`config.mk`:
```
export PLATFORM = sky130hd
export DESIGN_NAME = tdm_demux2_flat
export DESIGN_NICKNAME = d
export VERILOG_FILES = /design/src/rtl/tdm_demux2_if.sv /design/src/rtl/tdm_demux2.sv /design/src/flat_wrapper.sv
export SDC_FILE = /design/constraint.sdc
export NUM_CORES = 1
export LEC_CHECK = 0
export BUFFER_PORTS_ARGS = -buffer_cell sky130_fd_sc_hd__buf_2
export CAP_MARGIN = 25
export CORE_MARGIN = 4
export CORE_UTILIZATION = 54
export CTS_CLUSTER_DIAMETER = 30
export DETAILED_ROUTE_END_ITERATION = 10
export HOLD_SLACK_MARGIN = 0.1
export PLACE_DENSITY = 0.76
export REMOVE_ABC_BUFFERS = 1
export SLEW_MARGIN = 20
export SYNTH_ARGS = -nofsm -noshare
export SYNTH_HDL_FRONTEND = slang
export SYNTH_SLANG_ARGS = --single-unit
```
`constraint.sdc`:
```
create_clock -name clk -period 2.18 [get_ports clk]
set_input_delay 0.109 -clock clk [delete_from_list [all_inputs] [get_ports clk]]
set_output_delay 0.109 -clock clk [all_outputs]
set_load 0.005 [all_outputs]
```
`src/rtl/tdm_demux2_if.sv`:
```
// rtl/tdm_demux2_if.sv - serial input and demultiplexed word outputs of tdm_demux2
interface tdm_demux2_if #(
    parameter int WIDTH = 4
);
    logic             in_s;
    logic             in_valid;
    logic             frame_start;
    logic [WIDTH-1:0] out_ch0;
    logic [WIDTH-1:0] out_ch1;
    logic             out_valid;
    logic             out_select;
    logic             busy;
    logic             frame_err;

    modport master (
        output in_s, in_valid, frame_start,
        input  out_ch0, out_ch1, out_valid, out_select, busy, frame_err
    );

    modport slave (
        input  in_s, in_valid, frame_start,
        output out_ch0, out_ch1, out_valid, out_select, busy, frame_err
    );
endinterface

```
`src/rtl/tdm_demux2.sv`:
```
// rtl/tdm_demux2.sv - two-channel bit-interleaved TDM demultiplexer and word assembler
module tdm_demux2 #(
    parameter int WIDTH = 4
) (
    input  logic         clk,
    input  logic         reset,
    tdm_demux2_if.slave  bus
);
    localparam int CW = (2 * WIDTH > 1) ? $clog2(2 * WIDTH) : 1;
    localparam logic [CW-1:0] LAST = CW'(2 * WIDTH - 1);

    typedef enum logic {IDLE, RECV} state_t;

    state_t           state, state_n;
    logic [CW-1:0]    cnt, cnt_n;
    logic [WIDTH-1:0] acc0, acc0_n, acc1, acc1_n;
    logic [WIDTH-1:0] ch0, ch0_n, ch1, ch1_n;
    logic             ov, ov_n, fe, fe_n;
    logic [WIDTH-1:0] mask, acc0_w, acc1_w;

    always_ff @(posedge clk or posedge reset) begin
        if (reset) begin
            state <= IDLE;
            cnt   <= '0;
            acc0  <= '0;
            acc1  <= '0;
            ch0   <= '0;
            ch1   <= '0;
            ov    <= 1'b0;
            fe    <= 1'b0;
        end else begin
            state <= state_n;
            cnt   <= cnt_n;
            acc0  <= acc0_n;
            acc1  <= acc1_n;
            ch0   <= ch0_n;
            ch1   <= ch1_n;
            ov    <= ov_n;
            fe    <= fe_n;
        end
    end

    // Even count feeds channel 0, odd feeds channel 1; word position is cnt/2, LSB first.
    always_comb begin
        mask   = WIDTH'(1) << (cnt >> 1);
        acc0_w = bus.in_s ? (acc0 | mask) : (acc0 & ~mask);
        acc1_w = bus.in_s ? (acc1 | mask) : (acc1 & ~mask);
    end

    always_comb begin
        state_n = state;
        cnt_n   = cnt;
        acc0_n  = acc0;
        acc1_n  = acc1;
        ch0_n   = ch0;
        ch1_n   = ch1;
        ov_n    = 1'b0;
        fe_n    = 1'b0;
        case (state)
            IDLE: begin
                if (bus.in_valid && bus.frame_start) begin
                    acc0_n  = WIDTH'(bus.in_s);
                    acc1_n  = '0;
                    cnt_n   = CW'(1);
                    state_n = RECV;
                end
            end
            RECV: begin
                if (bus.in_valid) begin
                    if (bus.frame_start) begin
                        // Early restart: drop the partial frame, this bit opens a new one.
                        fe_n   = 1'b1;
                        acc0_n = WIDTH'(bus.in_s);
                        acc1_n = '0;
                        cnt_n  = CW'(1);
                    end else if (cnt == LAST) begin
                        acc1_n  = acc1_w;
                        ch0_n   = acc0;
                        ch1_n   = acc1_w;
                        ov_n    = 1'b1;
                        cnt_n   = '0;
                        state_n = IDLE;
                    end else begin
                        if (cnt[0]) begin
                            acc1_n = acc1_w;
                        end else begin
                            acc0_n = acc0_w;
                        end
                        cnt_n = cnt + CW'(1);
                    end
                end
            end
            default: state_n = IDLE;
        endcase
    end

    assign bus.out_ch0    = ch0;
    assign bus.out_ch1    = ch1;
    assign bus.out_valid  = ov;
    assign bus.frame_err  = fe;
    assign bus.busy       = (state == RECV);
    assign bus.out_select = cnt[0];
endmodule

```
`src/flat_wrapper.sv`:
```
// flat-port wrapper written by rule: the top's interface ports become plain ports
module tdm_demux2_flat 
#(
    parameter int WIDTH = 4
)
  (clk, reset, bus_in_s, bus_in_valid, bus_frame_start, bus_out_ch0, bus_out_ch1, bus_out_valid, bus_out_select, bus_busy, bus_frame_err);
  tdm_demux2_if #(.WIDTH(WIDTH)) bus_i ();
  input  logic clk;
  input  logic reset;
  input wire logic [$bits(bus_i.in_s)-1:0] bus_in_s;
  input wire logic [$bits(bus_i.in_valid)-1:0] bus_in_valid;
  input wire logic [$bits(bus_i.frame_start)-1:0] bus_frame_start;
  output wire logic [$bits(bus_i.out_ch0)-1:0] bus_out_ch0;
  output wire logic [$bits(bus_i.out_ch1)-1:0] bus_out_ch1;
  output wire logic [$bits(bus_i.out_valid)-1:0] bus_out_valid;
  output wire logic [$bits(bus_i.out_select)-1:0] bus_out_select;
  output wire logic [$bits(bus_i.busy)-1:0] bus_busy;
  output wire logic [$bits(bus_i.frame_err)-1:0] bus_frame_err;
  assign bus_i.in_s = bus_in_s;
  assign bus_i.in_valid = bus_in_valid;
  assign bus_i.frame_start = bus_frame_start;
  assign bus_out_ch0 = bus_i.out_ch0;
  assign bus_out_ch1 = bus_i.out_ch1;
  assign bus_out_valid = bus_i.out_valid;
  assign bus_out_select = bus_i.out_select;
  assign bus_busy = bus_i.busy;
  assign bus_frame_err = bus_i.frame_err;
  tdm_demux2 #(.WIDTH(WIDTH)) u_core (.clk(clk), .reset(reset), .bus(bus_i));
endmodule
```
==> summary.txt <==
CP Cell Sequence: ha_1, ha_1, nand4b_2, mux2_4
Int Pwr: 0.644 mW
Status: finished, final reports clean
Vias in the first global route: 714
Root buffer cell: clkbuf_4
Die height: 52.6 um
Post-synthesis register bit count: 22
Initial antenna violation count: 0
Per-cell routed wire length: 14.2 um
Worst skew pair latency: 0.30 ns
Ratio of cells with drive above 1 in the final layout: 0.228
F_max: 550 MHz
Seq/Total Area, Yosys: 0.512
Finished Cell Area: 1180 sq um
Net Sw Frac: 0.310
WP data arrival: 2.02 ns
Slowest stage cell, crit path: dfrtp_1
Total chip power: 0.933 mW
Remaining Overflow, GRT: 0
Core box area: 1800 sq um
Clk slew on worst S/H paths: 0.11 ns
Sink Count: 22
Maximum buffer depth of the clock tree: 2
Largest area contributor in the netlist: dfrtp_1
Yosys top cell area share: 0.512
Nets: 123
Hold Startpoint: bus_frame_start
Peak supply drop: 0.494 mV
Fin Setup TNS: 0 ns
Port buffer count: 16
H-Tree Depth: 1
Depth of the worst register-to-register path: 4
PostCTS Resize Cnt: 0
Global-route usage over all layers: 0.171
CP most frequent cell: ha_1
Min cycle time layout: 1.82 ns
Unique cell type count in the Yosys netlist: 31
FF-to-FF End: u_core.bus.out_ch0[0]$_DFFE_PP0P_
YS warnings: 0
Top_reg_cell synth: dfrtp_1
RR Startpoint: u_core.cnt[1]$_DFFE_PP0P_
CTS tree: yes
DRT Wirelength: 1970 um
Flop-to-flop setup slack: 0.36 ns
Slew Viols, Final: 0
Most numerous cell in the Yosys netlist: dfrtp_1
Synthesized area: 1070 sq um
Final Skew: 0.00119 ns
Hold Crit Depth: 2
Number of diodes: 0
Sum of buffers and inverters on the critical path: 0
Post-route clock period utilization: 0.835
DRC violations left: 0
Initial Util: 0.597
First-pass GRT wire length: 3350 um
Seq pwr share: 0.559
Fin Hold WS: 0.111 ns
Final-report hold violation count: 0
Setup crit start kind: flip-flop
P&R area growth vs syn: 9.89%
Clock Power Share: 0.191
DR vias: 786
Cell Pwr Density: 790 nW/um^2
Final Util: 0.656
Number of flops mapped to enable cells by yosys: 0
Unrepaired setup endpoints after global routing: no
Crit. End Element: flip-flop
Max_slew headroom: 0.464
CTS Buf Count: 3
DP Area: 1150 sq um
Max FO, Critical Path: 13
Synth cell count leaders: dfrtp_1, nand2_1, mux2i_1, o21ai_0, inv_1
Routability cong.: 0.822
Leakage: 0.605 nW
Slowest stage delay, CP: 0.51 ns
Max-cap violations: 0
Post-route ant nets: 0
Starting DRC count in detailed routing: 21
P_sw: 0.289 mW
Largest cells by area after synthesis: dfrtp_1, nand2_1, mux2i_1
Die footprint: 2770 sq um
Fraction of registers with async set/reset: 1.00
Largest net degree at the start of global routing: 23
Hold EP: u_core.cnt[2]$_DFFE_PP0P_
Avg Cell Area, Syn: 10.7 sq um
Final setup vio count: 0
Via density per instance: 5.65
First-pass iteration count of the detailed router: 4
Chip width: 52.6 um
Gate power share: 0.250
DP Wirelength: 1400 um
Core Rows: 15
Syn Inst Count: 100
CP Class: flip-flop to flip-flop
Io pins: 17
Worst min path class: input pin to flip-flop
Slew @ Worst Pin: 0.803 ns
Crit-path leading delay family: flip-flops
CP required: 2.38 ns
## registers in the layout (all words and copies together), names as in the netlist, named ones only
name and count:
u_core.bus.out_ch0 4, u_core.bus.frame_err 1, u_core.acc1 4, u_core.bus.out_ch1 4, u_core.acc0 3, u_core.cnt 3
u_core.bus.out_valid 1, u_core.bus.busy 1
## layout by cell type (no fill, tap or decap), types with 3 or more instances in the layout
| master | n |
|---|---|
| nand2_1 | 18 |
| buf_2 | 16 |
| mux2_2 | 3 |
| nand3_1 | 4 |
| o21ai_0 | 6 |
| clkbuf_4 | 3 |
| mux2i_1 | 6 |
| inv_1 | 5 |
| o22ai_1 | 3 |
| dfrtp_1 | 22 |
| a32o_1 | 3 |
## final cells by class
type	instances	area, sq um
clock buffer	3	22.5
fill	159	621
inverter	5	18.8
multi-input combinational	67	468
sequential	22	551
tap	25	31.3
timing repair buffer	17	90.1
## metal layers
metal  global-route usage  part of all wire
met1                0.229              0.46
met2                0.260              0.48
met3               0.0427             0.051
met4               0.0766            0.0086
met5                    0                 0
## power by group through the flow
stage | sequential [mW] | clock, mW | combinational, mW
6_report | 0.521 | 0.178 | 0.234
5_1_grt | 0.534 | 0.209 | 0.264
4_1_cts | 0.522 | 0.183 | 0.237
3_5_place_dp | 0.530 | 0 | 0.234
3_3_place_gp | 0.525 | 0 | 0.229
2_1_floorplan | 0.521 | 0 | 0.162
## worst reg2reg max path: cells and delay by family (launching register included)
family                     cells  cell delay, ns
muxes                          1            0.41
and+or+nand+nor                1            0.36
DFF                            1            0.51
adders and majority gates      2            0.45
## cell families (layout without fill, tap and decap cells)
group / Yosys count / count (layout) / share of synthesized area
adder cells (fa/ha/maj): 2 / 2 / 0.0233
AND/OR/NAND/NOR: 35 / 35 / 0.176
AO/OA/AOI/OAI: 20 / 20 / 0.135
flip-flops: 22 / 22 / 0.512
buffers and inverters: 11 / 25 / 0.0524
multiplexers: 10 / 10 / 0.101
## what timing repair did
action,in CTS,in global routing
endpoints found under the hold margin,22,0
setup buffers,0,0
hold buffers,1,0
## stage by stage
| step | std cells | setup slack [ns] |
|---|---|---|
| floorplan | 94 | 0.574 |
| global placement | 135 | 0.422 |
| detailed placement | 135 | 0.365 |
| CTS | 139 | 0.346 |
| global route | 139 | 0.175 |
| finish | 139 | 0.361 |
## how the worst max path moves through the flow
stage	startpoint	endpoint	slack (ns)	cells after the start
after floorplan	u_core.cnt[1]$_DFFE_PP0P_	u_core.acc0[3]$_DFFE_PP0P_	0.57	5
after global placement	u_core.cnt[1]$_DFFE_PP0P_	u_core.bus.out_ch0[0]$_DFFE_PP0P_	0.42	4
after detailed placement	u_core.cnt[1]$_DFFE_PP0P_	u_core.bus.out_ch0[0]$_DFFE_PP0P_	0.36	4
after CTS	u_core.cnt[1]$_DFFE_PP0P_	u_core.bus.out_ch0[0]$_DFFE_PP0P_	0.35	4
after global routing	u_core.cnt[1]$_DFFE_PP0P_	u_core.bus.out_ch0[0]$_DFFE_PP0P_	0.18	4
final	u_core.cnt[1]$_DFFE_PP0P_	u_core.bus.out_ch0[0]$_DFFE_PP0P_	0.36	4
No activity file was read; power rests on OpenSTA's default activity.
